**src/rtl/deser_pkg.sv**
```systemverilog
// Shared types and sizing helpers for the serial-to-parallel receiver.
package deser_pkg;

    typedef enum logic {
        IDLE  = 1'b0,
        SHIFT = 1'b1
    } deser_state_e;

    function automatic int cnt_width(input int width);
        return $clog2(width + 1);
    endfunction

endpackage

```
**src/rtl/param_deserializer_if.sv**
```systemverilog
// Serial input and word-wide valid/ready output bundle of the deserializer.
interface param_deserializer_if
    import deser_pkg::*;
#(
    parameter int WIDTH = 8
) ();

    localparam int CW = cnt_width(WIDTH);

    logic             sin;
    logic             sin_valid;
    logic             sin_sof;
    logic             out_ready;
    logic [WIDTH-1:0] data_out;
    logic             data_valid;
    logic [CW-1:0]    bit_count;
    logic             frame_err;
    logic             overrun;

    modport master (
        output sin,
        output sin_valid,
        output sin_sof,
        output out_ready,
        input  data_out,
        input  data_valid,
        input  bit_count,
        input  frame_err,
        input  overrun
    );

    modport slave (
        input  sin,
        input  sin_valid,
        input  sin_sof,
        input  out_ready,
        output data_out,
        output data_valid,
        output bit_count,
        output frame_err,
        output overrun
    );

endinterface

```
**src/rtl/deser_out_buf.sv**
```systemverilog
// One-entry valid/ready holding register; reports a word it had to drop.
module deser_out_buf #(
    parameter int WIDTH = 8
) (
    input  logic             clk,
    input  logic             rst,
    input  logic             load,
    input  logic [WIDTH-1:0] din,
    input  logic             out_ready,
    output logic [WIDTH-1:0] data_out,
    output logic             data_valid,
    output logic             drop
);

    logic [WIDTH-1:0] data_r;
    logic             valid_r;

    // Drop when a new word arrives while the held one is not being consumed.
    always_comb begin
        drop = 1'b0;
        if (load && valid_r && !out_ready) begin
            drop = 1'b1;
        end else begin
            drop = 1'b0;
        end
    end

    // Holding register: load when empty or draining, otherwise clear on consumption.
    always_ff @(posedge clk) begin
        if (rst) begin
            data_r  <= {WIDTH{1'b0}};
            valid_r <= 1'b0;
        end else if (load && (!valid_r || out_ready)) begin
            data_r  <= din;
            valid_r <= 1'b1;
        end else if (valid_r && out_ready) begin
            valid_r <= 1'b0;
        end else begin
            valid_r <= valid_r;
        end
    end

    assign data_out   = data_r;
    assign data_valid = valid_r;

endmodule

```
**src/rtl/param_deserializer.sv**
```systemverilog
// Framed serial receiver: collects WIDTH bits per frame and hands the word to a valid/ready buffer.
module param_deserializer
    import deser_pkg::*;
#(
    parameter int WIDTH     = 8,
    parameter int MSB_FIRST = 1
) (
    input  logic                  clk,
    input  logic                  rst,
    param_deserializer_if.slave   bus
);

    localparam int            CW       = cnt_width(WIDTH);
    localparam logic [CW-1:0] LAST_IDX = CW'(WIDTH - 1);

    deser_state_e     state_r;
    deser_state_e     state_next_s;
    logic [WIDTH-1:0] sr_r;
    logic [WIDTH-1:0] sr_next_s;
    logic [WIDTH-1:0] shifted_s;
    logic [CW-1:0]    cnt_r;
    logic [CW-1:0]    cnt_next_s;
    logic             ferr_r;
    logic             ferr_next_s;
    logic             load_s;
    logic             ovr_r;
    logic             drop_s;
    logic [WIDTH-1:0] data_out_s;
    logic             data_valid_s;

    // Shift register contents with the current serial bit entered.
    always_comb begin
        shifted_s = sr_r;
        if (MSB_FIRST != 0) begin
            shifted_s = {sr_r[WIDTH-2:0], bus.sin};
        end else begin
            shifted_s = {bus.sin, sr_r[WIDTH-1:1]};
        end
    end

    // Framing FSM: a sof always starts a fresh word, even mid-word.
    always_comb begin
        state_next_s = state_r;
        sr_next_s    = sr_r;
        cnt_next_s   = cnt_r;
        ferr_next_s  = 1'b0;
        load_s       = 1'b0;
        if (bus.sin_valid) begin
            case (state_r)
                IDLE: begin
                    if (bus.sin_sof) begin
                        sr_next_s    = shifted_s;
                        cnt_next_s   = CW'(1);
                        state_next_s = SHIFT;
                    end else begin
                        ferr_next_s  = 1'b1;
                    end
                end
                SHIFT: begin
                    if (bus.sin_sof) begin
                        sr_next_s    = shifted_s;
                        cnt_next_s   = CW'(1);
                        ferr_next_s  = 1'b1;
                    end else if (cnt_r == LAST_IDX) begin
                        sr_next_s    = shifted_s;
                        cnt_next_s   = {CW{1'b0}};
                        state_next_s = IDLE;
                        load_s       = 1'b1;
                    end else begin
                        sr_next_s    = shifted_s;
                        cnt_next_s   = cnt_r + CW'(1);
                    end
                end
                default: begin
                    state_next_s = IDLE;
                    cnt_next_s   = {CW{1'b0}};
                end
            endcase
        end else begin
            state_next_s = state_r;
        end
    end

    // State, shift register, counter and status flags.
    always_ff @(posedge clk) begin
        if (rst) begin
            state_r <= IDLE;
            sr_r    <= {WIDTH{1'b0}};
            cnt_r   <= {CW{1'b0}};
            ferr_r  <= 1'b0;
            ovr_r   <= 1'b0;
        end else begin
            state_r <= state_next_s;
            sr_r    <= sr_next_s;
            cnt_r   <= cnt_next_s;
            ferr_r  <= ferr_next_s;
            ovr_r   <= ovr_r | drop_s;
        end
    end

    deser_out_buf #(
        .WIDTH (WIDTH)
    ) u_out_buf (
        .clk        (clk),
        .rst        (rst),
        .load       (load_s),
        .din        (shifted_s),
        .out_ready  (bus.out_ready),
        .data_out   (data_out_s),
        .data_valid (data_valid_s),
        .drop       (drop_s)
    );

    assign bus.data_out   = data_out_s;
    assign bus.data_valid = data_valid_s;
    assign bus.bit_count  = cnt_r;
    assign bus.frame_err  = ferr_r;
    assign bus.overrun    = ovr_r;

endmodule
```
**src/flat_wrapper.sv**
```systemverilog
// flat-port wrapper written by rule: the top's interface ports become plain ports
module param_deserializer_flat import deser_pkg::*;
#(
    parameter int WIDTH     = 8,
    parameter int MSB_FIRST = 1
)
  (clk, rst, bus_sin, bus_sin_valid, bus_sin_sof, bus_out_ready, bus_data_out, bus_data_valid, bus_bit_count, bus_frame_err, bus_overrun);
  param_deserializer_if #(.WIDTH(WIDTH)) bus_i ();
  input  logic clk;
  input  logic rst;
  input wire logic [$bits(bus_i.sin)-1:0] bus_sin;
  input wire logic [$bits(bus_i.sin_valid)-1:0] bus_sin_valid;
  input wire logic [$bits(bus_i.sin_sof)-1:0] bus_sin_sof;
  input wire logic [$bits(bus_i.out_ready)-1:0] bus_out_ready;
  output wire logic [$bits(bus_i.data_out)-1:0] bus_data_out;
  output wire logic [$bits(bus_i.data_valid)-1:0] bus_data_valid;
  output wire logic [$bits(bus_i.bit_count)-1:0] bus_bit_count;
  output wire logic [$bits(bus_i.frame_err)-1:0] bus_frame_err;
  output wire logic [$bits(bus_i.overrun)-1:0] bus_overrun;
  assign bus_i.sin = bus_sin;
  assign bus_i.sin_valid = bus_sin_valid;
  assign bus_i.sin_sof = bus_sin_sof;
  assign bus_i.out_ready = bus_out_ready;
  assign bus_data_out = bus_i.data_out;
  assign bus_data_valid = bus_i.data_valid;
  assign bus_bit_count = bus_i.bit_count;
  assign bus_frame_err = bus_i.frame_err;
  assign bus_overrun = bus_i.overrun;
  param_deserializer #(.WIDTH(WIDTH), .MSB_FIRST(MSB_FIRST)) u_core (.clk(clk), .rst(rst), .bus(bus_i));
endmodule
```
**config.mk**
```make
export PLATFORM = sky130hd
export DESIGN_NAME = param_deserializer_flat
export DESIGN_NICKNAME = d
export VERILOG_FILES = /design/src/rtl/deser_pkg.sv /design/src/rtl/param_deserializer_if.sv /design/src/rtl/deser_out_buf.sv /design/src/rtl/param_deserializer.sv /design/src/flat_wrapper.sv
export SDC_FILE = /design/constraint.sdc
export NUM_CORES = 1
export LEC_CHECK = 0
export ABC_AREA = 1
export CORE_UTILIZATION = 50
export CTS_CLUSTER_SIZE = 12
export DETAILED_ROUTE_END_ITERATION = 16
export PLACE_DENSITY = 0.87
export SYNTH_ARGS = -nofsm -noshare
export SYNTH_HDL_FRONTEND = slang
export SYNTH_SLANG_ARGS = --single-unit
```
**constraint.sdc**
```tcl
create_clock -name clk -period 3.2 [get_ports clk]
set_input_delay 0.8 -clock clk [delete_from_list [all_inputs] [get_ports clk]]
set_output_delay 0.8 -clock clk [all_outputs]
set_load 0.02 [all_outputs]
```
Word level (Yosys, flattened, before mapping)
Index checks and enable logic that the tools add are counted.

word-level totals
  register bits after elaboration = 23
  bits of input ports = 6
  word-level logic and storage cells = 42

cells by class
  add/sub/neg operators = 1
  equality and inequality tests = 2
  mux-type cells = 19
  bitwise operators = 3
  reductions and logical operators = 10

operator list
  operator             number
  $pmux 7 s2           1
  $mux 4               3
  $mux 1               11
  $pmux 4 s2           1
  $mux 7               1
  $add 4x1->4 const B  1
  $eq 4x3->1 const B   1
  $logic_and 1x1->1    4
  $pmux 1 s2           2
  $logic_not 1->1      2
  $ne 2x2->1 const B   1
  $not 1->1            2
  $reduce_and 2->1     1
  $reduce_bool 2->1    1
  $reduce_or 2->1      1
  $logic_or 1x1->1     1
  $or 1x1->1           1

Longest topological paths before layout
Gate-level depths: netlist (run 1).

  depth after elaboration = 9
  gate-level depth with buffers = 8
  depth with buffers taken out = 7

Hierarchy
From an unflattened synthesis (run 1), not the netlist that was laid out.

second synthesis, totals
  cells, all modules = 138
  area total of the unflattened synthesis = 1028.5 um^2

modules (own cells, without submodules)
  module              instances  cells an instance  area an instance (um^2)
  param_deserializer  1          80                 604.3
  deser_out_buf       1          58                 424.2

Worst setup path before layout (run 1)
No wires, ideal clock.

  path kind = input to register
  from = input port bus_sin_sof
  to = register u_core.cnt_r[2] (netlist: u_core.bus.bit_count[2])
  arrival = 1.466 ns
  slack = 1.619 ns
  stages on the path = 7
  buffers on the path = 1
  cell sequence = inv_2 ha_1 nor2_2 buf_4 inv_1 a21oi_1 nor2_1

between the ends
  cells in the longest elaborated chain, start to end = 2
  elaborated cells on any way between the ends = 4
  those cells by class = 1 x eq/ne; 2 x mux; 1 x reduce/logical

ends and longest elaborated chain
  what                                                   RTL line                  RTL
  start, declared                                        flat_wrapper.sv:13        input wire logic [$bits(bus_i.sin_sof)-1:0] bus_sin_sof;
  $mux 4 / $ne 2x2->1 (equally long branches)            --
  $pmux 4 s2 / $reduce_and 2->1 (equally long branches)  --
  end signal, assigned                                   param_deserializer.sv:89  cnt_r <= {CW{1'b0}};
  end signal, assigned                                   param_deserializer.sv:95  cnt_r <= cnt_next_s;
  end, declared                                          param_deserializer.sv:21  logic [CW-1:0] cnt_r;

Parallel ways exist; a longest one is shown, timed or not.
A chain may end at the register's enable or synchronous reset.

Worst setup path after layout (run 1)
  from = input port bus_sin_sof
  to = register u_core.cnt_r[3] (netlist: u_core.bus.bit_count[3])

Same word-level chain as after synthesis.

==> results of run 1 <==
-- placed cells by master, fill, tap and decap left out, drive strengths merged --
cell type      Yosys  routed
ha                 2       2
inv               34      34
dfxtp             23      23
a31oi              1       1
a21oi             12      12
nor2              15      15
o21ai              9       9
nand3              5       5
nand2             26      26
nand4              8       8
a21o               1       1
clkdlybuf4s50      0      20
clkbuf             1       4
nand3b             1       1
-- worst paths after layout --
kind | end | slack [ps] | cells past startpoint
worst max register to register | u_core.bus.bit_count[3] | 1580 | 6
worst min-delay path | u_core.bus.overrun | 460 | 2
worst min register to register | u_core.bus.overrun | 460 | 2
worst max-delay path | u_core.bus.bit_count[3] | 980 | 7
-- worst register-to-register path: cells and delay by family (launching register included) --
family,cells,cell delay [ps]
compound gates,1,170
fa+ha+maj,1,180
buf+inv,2,220
flops,1,380
simple gates,2,580
-- power groups by stage --
stage               sequential [W]  combinational, W  clock (W)
global placement          0.000307         0.0000461          0
finish                    0.000302         0.0000480   0.000132
floorplan                 0.000309         0.0000314          0
CTS                       0.000302         0.0000483   0.000135
global route              0.000303         0.0000546   0.000149
detailed placement        0.000308         0.0000478          0
-- cell type report --
cell class | count | share of cell area (%)
multi-input cells | 80 | 33.2
inverters | 34 | 10.0
clock buffers | 4 | 2.07
well taps | 27 | 2.66
flip-flops and latches | 23 | 36.3
repair buffers | 20 | 15.8
-- state kept, by name, summed over array words and instances, names as in the netlist --
| signal | flops |
|---|---|
| u_core.u_out_buf.data_valid | 1 |
| u_core.sr_r | 7 |
| u_core.bus.frame_err | 1 |
| u_core.u_out_buf.data_out | 8 |
| u_core.bus.bit_count | 4 |
| u_core.bus.overrun | 1 |
| u_core.state_r | 1 |
-- metrics by stage --
step	total power [W]	hold WS [ps]	cell area (sq um)
after detailed placement	0.000356	440	1240
after global routing	0.000507	487	1270
after floorplan	0.000341	441	1050
after global placement	0.000354	442	1240
final	0.000482	456	1270
after CTS	0.000485	458	1270
-- cells by family (layout without fill, tap and decap cells) --
| family | Yosys count | after routing |
|---|---|---|
| AO/OA/AOI/OAI | 23 | 23 |
| buffers and inverters | 40 | 58 |
| AND/OR/NAND/NOR | 55 | 55 |
| flip-flops | 23 | 23 |
| adder cells (fa/ha/maj) | 2 | 2 |
-- layer usage --
layer	vias to the layer above	wire [microns]	global-route usage [%]
met1	392	866	24.2
met4	0	19	8.33
li1	477	-	-
met3	3	64	4.53
met5	-	0	0
met2	21	876	29.2
==> flow_metrics.py, run 1 <==
metrics = {
    "detailed_routing": {
        "viasPerCell": 4.75,
        "first_pass_iters": 4,
        "drt_iter0_drc": 12,
        "num_vias": 893,
        "drc": 0,
        "ant_nets": 0,
        "wl_per_cell_microns": 9.71,
        "drt_wl_total_mm": 1.83,
    },
    "critical_path": {
        "critical_path_class": "primary input to register",
        "worstPathMaxFanout": 20,
        "endpoint_kind": "register",
        "r2r_start": "u_core.state_r",
        "cp_slowest_cell": "nor2_2",
        "worstPathArrival_ps": 2430,
        "worstSetupStartpoint": "bus_sin_sof",
        "crit_family": "buffers and inverters",
        "path_cells": "clkdlybuf4s50_1 > inv_2 > ha_1 > nor2_2 > inv_1 > a21oi_1 > nor2_1",
        "startpoint_type": "primary input",
        "max_stage_delay_ps": 520,
        "cp_data_required_time_ps": 3410,
        "path_buf_inv": 3,
    },
    "layout": {
        "area_growth_pct": 21.3,
        "drive_above_1_share_pct": 6.21,
        "instances_no_fill": 188,
        "nets": 170,
        "num_antenna_cells": 0,
        "utilization_pct": 64.7,
        "seqCellArea_sq_um": 460,
        "multi_input_area_sq_um": 422,
        "nFillCells": 189,
    },
    "power_and_ir_drop": {
        "power_density_nw_per_um2": 380,
        "power_switching_share_pct": 24.6,
        "sequentialPowerShare_pct": 62.6,
        "peakVddDrop_mv": 0.264,
        "comb_power_share_pct": 10.0,
        "power_switching_w": 0.000119,
        "internal_power_w": 0.000364,
        "p_leak_nw": 0.556,
        "clkPwrFrac_pct": 27.4,
    },
    "yosys": {
        "synth_edf_count": 0,
        "yosys_register_bits": 23,
        "netlist.area_leader.share_pct": 44.0,
        "synth_nets": 151,
        "synth_fa_ha_area_share_pct": 2.39,
        "synth-compound-area-share_pct": 11.4,
        "syn_area_per_cell_sq_um": 7.32,
        "synthArstFlopShare_pct": 0,
        "yosysUniqueCellTypes": 23,
        "synth.most_common_cell": "inv_1",
        "syn_inst": 143,
        "yosys-top-cells-area": "dfxtp_1 44%, inv_1 11%, nand2_1 9.0%",
        "ys_warn_count": 0,
        "synthTopCellsByCount": "32 x inv_1, 25 x nand2_1, 23 x dfxtp_1",
        "synth_top_family_by_area": "simple AND/OR/NAND/NOR gates",
        "synth.area.mux_share_pct": 0,
        "yosysSeqAreaShare_pct": 44.0,
        "synth_top_area_cell": "dfxtp_1",
        "yosys.area_share.simple_pct": 26.5,
        "synth_ff_type": "dfxtp_1",
        "yosys.area_share.xor_xnor_pct": 0,
        "syn-cell-area_sq_um": 1050,
    },
    "clock_tree": {
        "clk-insertion-delay-late_ps": 310,
        "cts.sinks": 23,
        "cts_hold_buf": 0,
        "cts_made_buffers": 3,
        "cts_root_buffer": "clkbuf_4",
        "ctsResizeCount": 0,
        "clk_pin_slew_ps": 120,
        "clk_path_buf_depth": 2,
        "cts_tree": "built",
        "htree_num_levels": 1,
        "cts_setup_buffers": 0,
    },
    "timing": {
        "finalSetupViolations": 0,
        "relSlewSlack_pct": 57.1,
        "worst_pin_slew_ps": 644,
        "finClkSkew_ps": 1.20,
        "setup_ws_ps": 982,
        "setup_tns_ps": 0,
        "period_share_pct": 69.3,
        "fmax_ghz": 0.451,
        "rsz0062_at_grt": "false",
        "min_period_ps": 2220,
        "finalHoldViolations": 0,
        "drv_slew": 0,
    },
    "floorplanning": {
        "start_util_pct": 53.4,
        "die-area_sq_um": 2280,
        "core_sq_um": 1960,
        "io_pins": 21,
        "die_x_microns": 47.8,
        "fp.dieH_microns": 47.8,
        "core.rowCount": 16,
    },
    "global_route": {
        "grt_overflow": 0,
        "grt_max_degree": 21,
        "antenna_found_initial": 0,
        "grtUsageTotal_pct": 18.6,
        "grt_pass1_vias": 716,
        "grt_pass1_wl_mm": 2.96,
    },
    "place": {
        "place_congestion": 0.735,
        "dp_slack_ps": 680,
        "numPortBuffers": 20,
        "dp.cells": 184,
        "dp_hpwl_mm": 1.29,
    },
    "worst_hold_path": {
        "hold_path_startpoint": "u_core.bus.overrun",
        "min_path_type": "register to register",
    },
    "flow_run": {
        "maxCapViolations": 0,
    },
    "status": {
        "status": "finished, final reports clean",
    },
}
Note: power is estimated with default switching activity, not from simulation.
==> run 2: changes to the inputs <==
--- a/config.mk
+++ b/config.mk
@@ -6,10 +6,10 @@
 export NUM_CORES = 1
 export LEC_CHECK = 0
 export ABC_AREA = 1
-export CORE_UTILIZATION = 50
+export CORE_UTILIZATION = 49
 export CTS_CLUSTER_SIZE = 12
 export DETAILED_ROUTE_END_ITERATION = 16
-export PLACE_DENSITY = 0.87
+export PLACE_DENSITY = 0.86
 export SYNTH_ARGS = -nofsm -noshare
 export SYNTH_HDL_FRONTEND = slang
 export SYNTH_SLANG_ARGS = --single-unit
==> constraint.sdc (replaced) <==
create_clock -name clk -period 2.31 [get_ports clk]
set_input_delay 0.5775 -clock clk [delete_from_list [all_inputs] [get_ports clk]]
set_output_delay 0.5775 -clock clk [all_outputs]
set_load 0.02 [all_outputs]
==> run 2 against run 1 <==
Non-clock buffer count rose by 1. Utilization decreased by 0.28 points. Sequential share of layout area down 0.21 points. Clock skew increased by 4.2 ps. Largest cell class unchanged. Cell count increased by 0.53%. Hold slack improved by 2.8 ps. Count of clock-buffer cells in the layout did not move. First-iteration DRC count grew 25%. Via count down 0.22%. Wire length grew 4.8%. Sequential cell count unchanged. Die area increased by 2.0%.
==> flow_metrics.py, run 2 (synthesis gave the netlist of run 1 again) <==
metrics = {
    "status": {
        "status": "finished, final reports clean",
    },
    "clock_tree": {
        "cts_made_buffers": 3,
        "cts_root_buffer": "clkbuf_4",
        "clk_path_buf_depth": 2,
        "ctsResizeCount": 0,
        "clk-insertion-delay-late_ps": 300,
        "cts.sinks": 23,
        "cts_setup_buffers": 0,
        "htree_num_levels": 1,
        "cts_tree": "built",
        "clk_pin_slew_ps": 120,
        "cts_hold_buf": 0,
    },
    "layout": {
        "design_area_sq_um": 1280,
        "num_antenna_cells": 0,
        "nets": 171,
        "area_growth_pct": 22.0,
        "largest_register_ffs": 8,
        "layout_commonest_cell": "inv_1",
        "utilization_pct": 64.5,
        "final_cell_mix": "32 x inv_1, 25 x nand2_1, 23 x dfxtp_1",
        "drive_above_1_share_pct": 6.79,
    },
    "critical_path": {
        "endpoint_kind": "primary output",
        "cp_data_required_time_ps": 1730,
        "worstPathMaxFanout": 6,
        "worstPathArrival_ps": 1380,
        "path_cells": "clkdlybuf4s50_1",
        "max_stage_delay_ps": 640,
        "crit_family": "buffers and inverters",
        "path_buf_inv": 1,
        "cp_slowest_cell": "clkdlybuf4s50_1",
        "critical_path_class": "register to primary output",
        "startpoint_type": "register",
    },
    "detailed_routing": {
        "ant_nets": 0,
        "drc": 0,
        "viasPerCell": 4.71,
        "drt_wl_total_mm": 1.91,
        "wl_per_cell_microns": 10.1,
        "num_vias": 891,
        "first_pass_iters": 4,
        "drt_iter0_drc": 15,
    },
    "power_and_ir_drop": {
        "p_leak_nw": 0.561,
        "power_switching_share_pct": 24.5,
        "peakVddDrop_mv": 0.382,
        "power_switching_w": 0.000164,
        "sequentialPowerShare_pct": 62.5,
        "power_density_nw_per_um2": 524,
        "internal_power_w": 0.000505,
        "clkPwrFrac_pct": 27.1,
        "comb_power_share_pct": 10.4,
    },
    "flow_run": {
        "maxCapViolations": 0,
    },
    "place": {
        "place_congestion": 0.715,
        "numPortBuffers": 20,
        "dp_hpwl_mm": 1.38,
        "post_dp_cell_area_sq_um": 1250,
    },
    "timing": {
        "finClkSkew_ps": 5.36,
        "rsz0062_at_grt": "false",
        "drv_slew": 0,
        "period_share_pct": 84.7,
        "finalHoldViolations": 0,
        "finalSetupViolations": 0,
        "relSlewSlack_pct": 63.7,
        "fmax_ghz": 0.511,
        "setup_tns_ps": 0,
        "worst_pin_slew_ps": 543,
        "min_period_ps": 1960,
    },
    "floorplanning": {
        "die_x_microns": 48.2,
        "fp.dieH_microns": 48.2,
        "die-area_sq_um": 2330,
        "core_sq_um": 1980,
        "start_util_pct": 52.8,
        "core.rowCount": 16,
        "io_pins": 21,
    },
    "global_route": {
        "grt_pass1_wl_mm": 2.98,
        "antenna_found_initial": 0,
        "grtUsageTotal_pct": 18.5,
        "grt_overflow": 0,
        "grt_max_degree": 21,
        "grt_pass1_vias": 719,
    },
    "worst_hold_path": {
        "min_path_type": "register to register",
    },
}
[run 2: changes by cell type in the layout (fill, tap and decap cells not counted)]
cell,delta
buf_4,+1
[run 2: through the flow]
stage / worst slack, ps / std cells / power, W / hold WS [ps]
global route: 275 / 189 / 0.000703 / 488
CTS: 355 / 189 / 0.000671 / 461
finish: 353 / 189 / 0.000669 / 459
detailed placement: 191 / 185 / 0.000496 / 443
floorplan: 952 / 143 / 0.000472 / 441
global placement: 295 / 185 / 0.000491 / 443
[run 2: final cells by class]
cell class	instances	area (sq um)
fillers	165	704
flip-flops and latches	23	460
multi-input cells	80	422
repair buffers	21	208
inverters	34	128
well taps	27	33.8
clock buffers	4	26.3
[run 2: power by group through the flow]
stage	registers, W	logic (W)	clock network, W
6_report	0.000418	0.0000696	0.000181
5_1_grt	0.000420	0.0000783	0.000205
4_1_cts	0.000418	0.0000701	0.000183
3_5_place_dp	0.000427	0.0000692	0
3_3_place_gp	0.000426	0.0000654	0
2_1_floorplan	0.000428	0.0000435	0
[run 2: final timing paths]
check / endpoint / from / slack (ps) / cells past startpoint
worst max register to register: u_core.u_out_buf.data_out[5] / u_core.bus.bit_count[0] / 790 / 7
worst min register to register: u_core.bus.overrun / u_core.bus.overrun / 460 / 2
worst max-delay path: bus_bit_count[0] / u_core.bus.bit_count[0] / 350 / 1
worst min-delay path: u_core.bus.overrun / u_core.bus.overrun / 460 / 2
[run 2: layer usage]
metal  share of wire [%]  GRT usage (%)
met1                  46           22.1
met2                  49           32.8
met3                 3.9           3.33
met4                0.78           6.67
met5                   0              0
==> run 3: changes to the inputs <==
==> constraint.sdc (replaced) <==
create_clock -name clk -period 1.85 [get_ports clk]
set_input_delay 0.4625 -clock clk [delete_from_list [all_inputs] [get_ports clk]]
set_output_delay 0.4625 -clock clk [all_outputs]
set_load 0.02 [all_outputs]
==> run 3 against run 2 <==
Clock skew is 3.3 ps lower. Wire length is 3.2% lower. Cell count rose by 1.1%. Count of clock-buffer cells in the layout is 1 lower. Non-clock buffer count up 2. First-iteration DRC count grew 27%. Via count is 0.34% higher.
==> flow_metrics.py, run 3 (synthesis gave the netlist of run 1 again) <==
metrics = {
    "power_and_ir_drop": {
        "sequentialPowerShare_pct": 61.7,
        "peakVddDrop_mv": 0.424,
        "power_switching_share_pct": 25.6,
        "internal_power_w": 0.000629,
        "comb_power_share_pct": 10.5,
        "power_density_nw_per_um2": 651,
        "power_switching_w": 0.000217,
        "p_leak_nw": 0.633,
        "clkPwrFrac_pct": 27.8,
    },
    "timing": {
        "finalSetupViolations": 0,
        "setup_tns_ps": 0,
        "period_share_pct": 93.8,
        "finalHoldViolations": 0,
        "fmax_ghz": 0.576,
        "worst_pin_slew_ps": 503,
        "finClkSkew_ps": 2.02,
        "relSlewSlack_pct": 66.4,
        "rsz0062_at_grt": "false",
        "drv_slew": 0,
        "min_period_ps": 1740,
    },
    "detailed_routing": {
        "num_vias": 894,
        "first_pass_iters": 4,
        "highest_layer": "met4",
        "wl_per_cell_microns": 9.70,
        "drt_wl_total_mm": 1.85,
        "route.met3.wl_microns": 62,
        "viasPerCell": 4.68,
        "dr_wl_met2_microns": 920,
        "drt_iter0_drc": 19,
        "ant_nets": 0,
        "m1WireLength_microns": 843,
        "drc": 0,
    },
    "flow_run": {
        "maxCapViolations": 0,
    },
    "floorplanning": {
        "core_sq_um": 1980,
        "io_pins": 21,
        "start_util_pct": 52.8,
        "fp.dieH_microns": 48.2,
        "die_x_microns": 48.2,
        "die-area_sq_um": 2330,
        "core.rowCount": 16,
    },
    "global_route": {
        "grt_max_degree": 21,
        "grt_overflow": 0,
        "antenna_found_initial": 0,
        "grtUsageTotal_pct": 18.6,
        "grt_pass1_wl_mm": 2.95,
        "grt_pass1_vias": 734,
    },
    "clock_tree": {
        "cts.sinks": 23,
        "htree_num_levels": 1,
        "cts_made_buffers": 3,
        "clk-insertion-delay-late_ps": 310,
        "cts_tree": "built",
        "cts_root_buffer": "clkbuf_4",
        "clk_path_buf_depth": 2,
        "clk_pin_slew_ps": 130,
    },
    "critical_path": {
        "reg2reg_depth": 7,
        "path_buf_inv": 1,
        "path_cells": "clkdlybuf4s50_1",
        "endpoint_kind": "primary output",
        "critical_path_class": "register to primary output",
        "r2r_start": "u_core.bus.bit_count[0]",
        "max_stage_delay_ps": 600,
        "worstPathMaxFanout": 2,
        "r2r_end": "u_core.u_out_buf.data_out[2]",
        "worstPathArrival_ps": 1270,
        "crit_family": "buffers and inverters",
        "cp_data_required_time_ps": 1390,
        "ff2ff_setup_slack_ps": 380,
        "cp_slowest_cell": "clkdlybuf4s50_1",
        "startpoint_type": "register",
    },
    "status": {
        "status": "finished, final reports clean",
    },
    "layout": {
        "drive_above_1_share_pct": 8.54,
        "nFillCells": 171,
        "utilization_pct": 65.6,
        "nets": 173,
        "largest_register_ffs": 8,
        "layout_commonest_cell": "inv_1",
        "final_cell_mix": "32 x inv_1, 25 x nand2_1, 23 x dfxtp_1",
        "num_antenna_cells": 0,
        "instances_no_fill": 191,
        "area_growth_pct": 24.1,
    },
    "place": {
        "dp_hpwl_mm": 1.40,
        "place_congestion": 0.722,
        "numPortBuffers": 20,
        "dp.cells": 187,
    },
    "worst_hold_path": {
        "worst_hold_path.endpoint": "u_core.bus.overrun",
        "min_path_cells": 2,
        "hold_path_startpoint": "u_core.bus.overrun",
        "min_path_type": "register to register",
    },
}
## run 3: final cells by class
type | count | area [sq um] | area share [%]
Clock inverter | 1 | 5.00 | 0.385
Inverter | 34 | 128 | 9.82
Sequential cell | 23 | 460 | 35.4
Timing Repair Buffer | 23 | 229 | 17.6
Clock buffer | 3 | 22.5 | 1.73
Tap cell | 27 | 33.8 | 2.60
Multi-Input combinational cell | 80 | 422 | 32.4
## run 3: power by group through the flow
stage	combinational [W]	sequential (W)	clock [W]
finish	0.0000887	0.000522	0.000235
global route	0.0000985	0.000525	0.000271
CTS	0.0000892	0.000522	0.000241
detailed placement	0.0000898	0.000533	0
global placement	0.0000858	0.000532	0
floorplan	0.0000544	0.000535	0
## run 3: stage by stage
step	hold slack [ps]	area (sq um)	total power (W)	setup WS (ps)
finish	458	1300	0.000846	115
global route	488	1300	0.000895	30.4
CTS	466	1290	0.000852	1.17
detailed placement	447	1270	0.000623	9.96
global placement	439	1270	0.000618	72.6
floorplan	441	1050	0.000589	492
## run 3: worst max-delay path by stage
stage                                  from                      endpoint  slack (ps)  cells after the start
2_1_floorplan       u_core.bus.bit_count[0]  u_core.u_out_buf.data_out[0]         490                      7
3_3_place_gp                    bus_sin_sof       u_core.bus.bit_count[2]          70                      8
3_5_place_dp                    bus_sin_sof       u_core.bus.bit_count[2]          10                      8
4_1_cts             u_core.bus.bit_count[3]              bus_bit_count[3]           1                      1
5_1_grt        u_core.u_out_buf.data_out[0]               bus_data_out[0]          30                      1
6_report       u_core.u_out_buf.data_out[2]               bus_data_out[2]         110                      1
## run 3: metal layers
layer	vias to the layer above	track usage, %
li1	483	-
met1	388	21.0
met2	19	33.9
met3	4	3.33
met4	0	8.33
met5	-	0
## run 3: repair_timing
item,in CTS,in global routing
hold buffers,0,0
gates resized for setup,1,3
endpoints found under the setup margin,1,3
buffers inserted,0,0
pin swaps,0,0
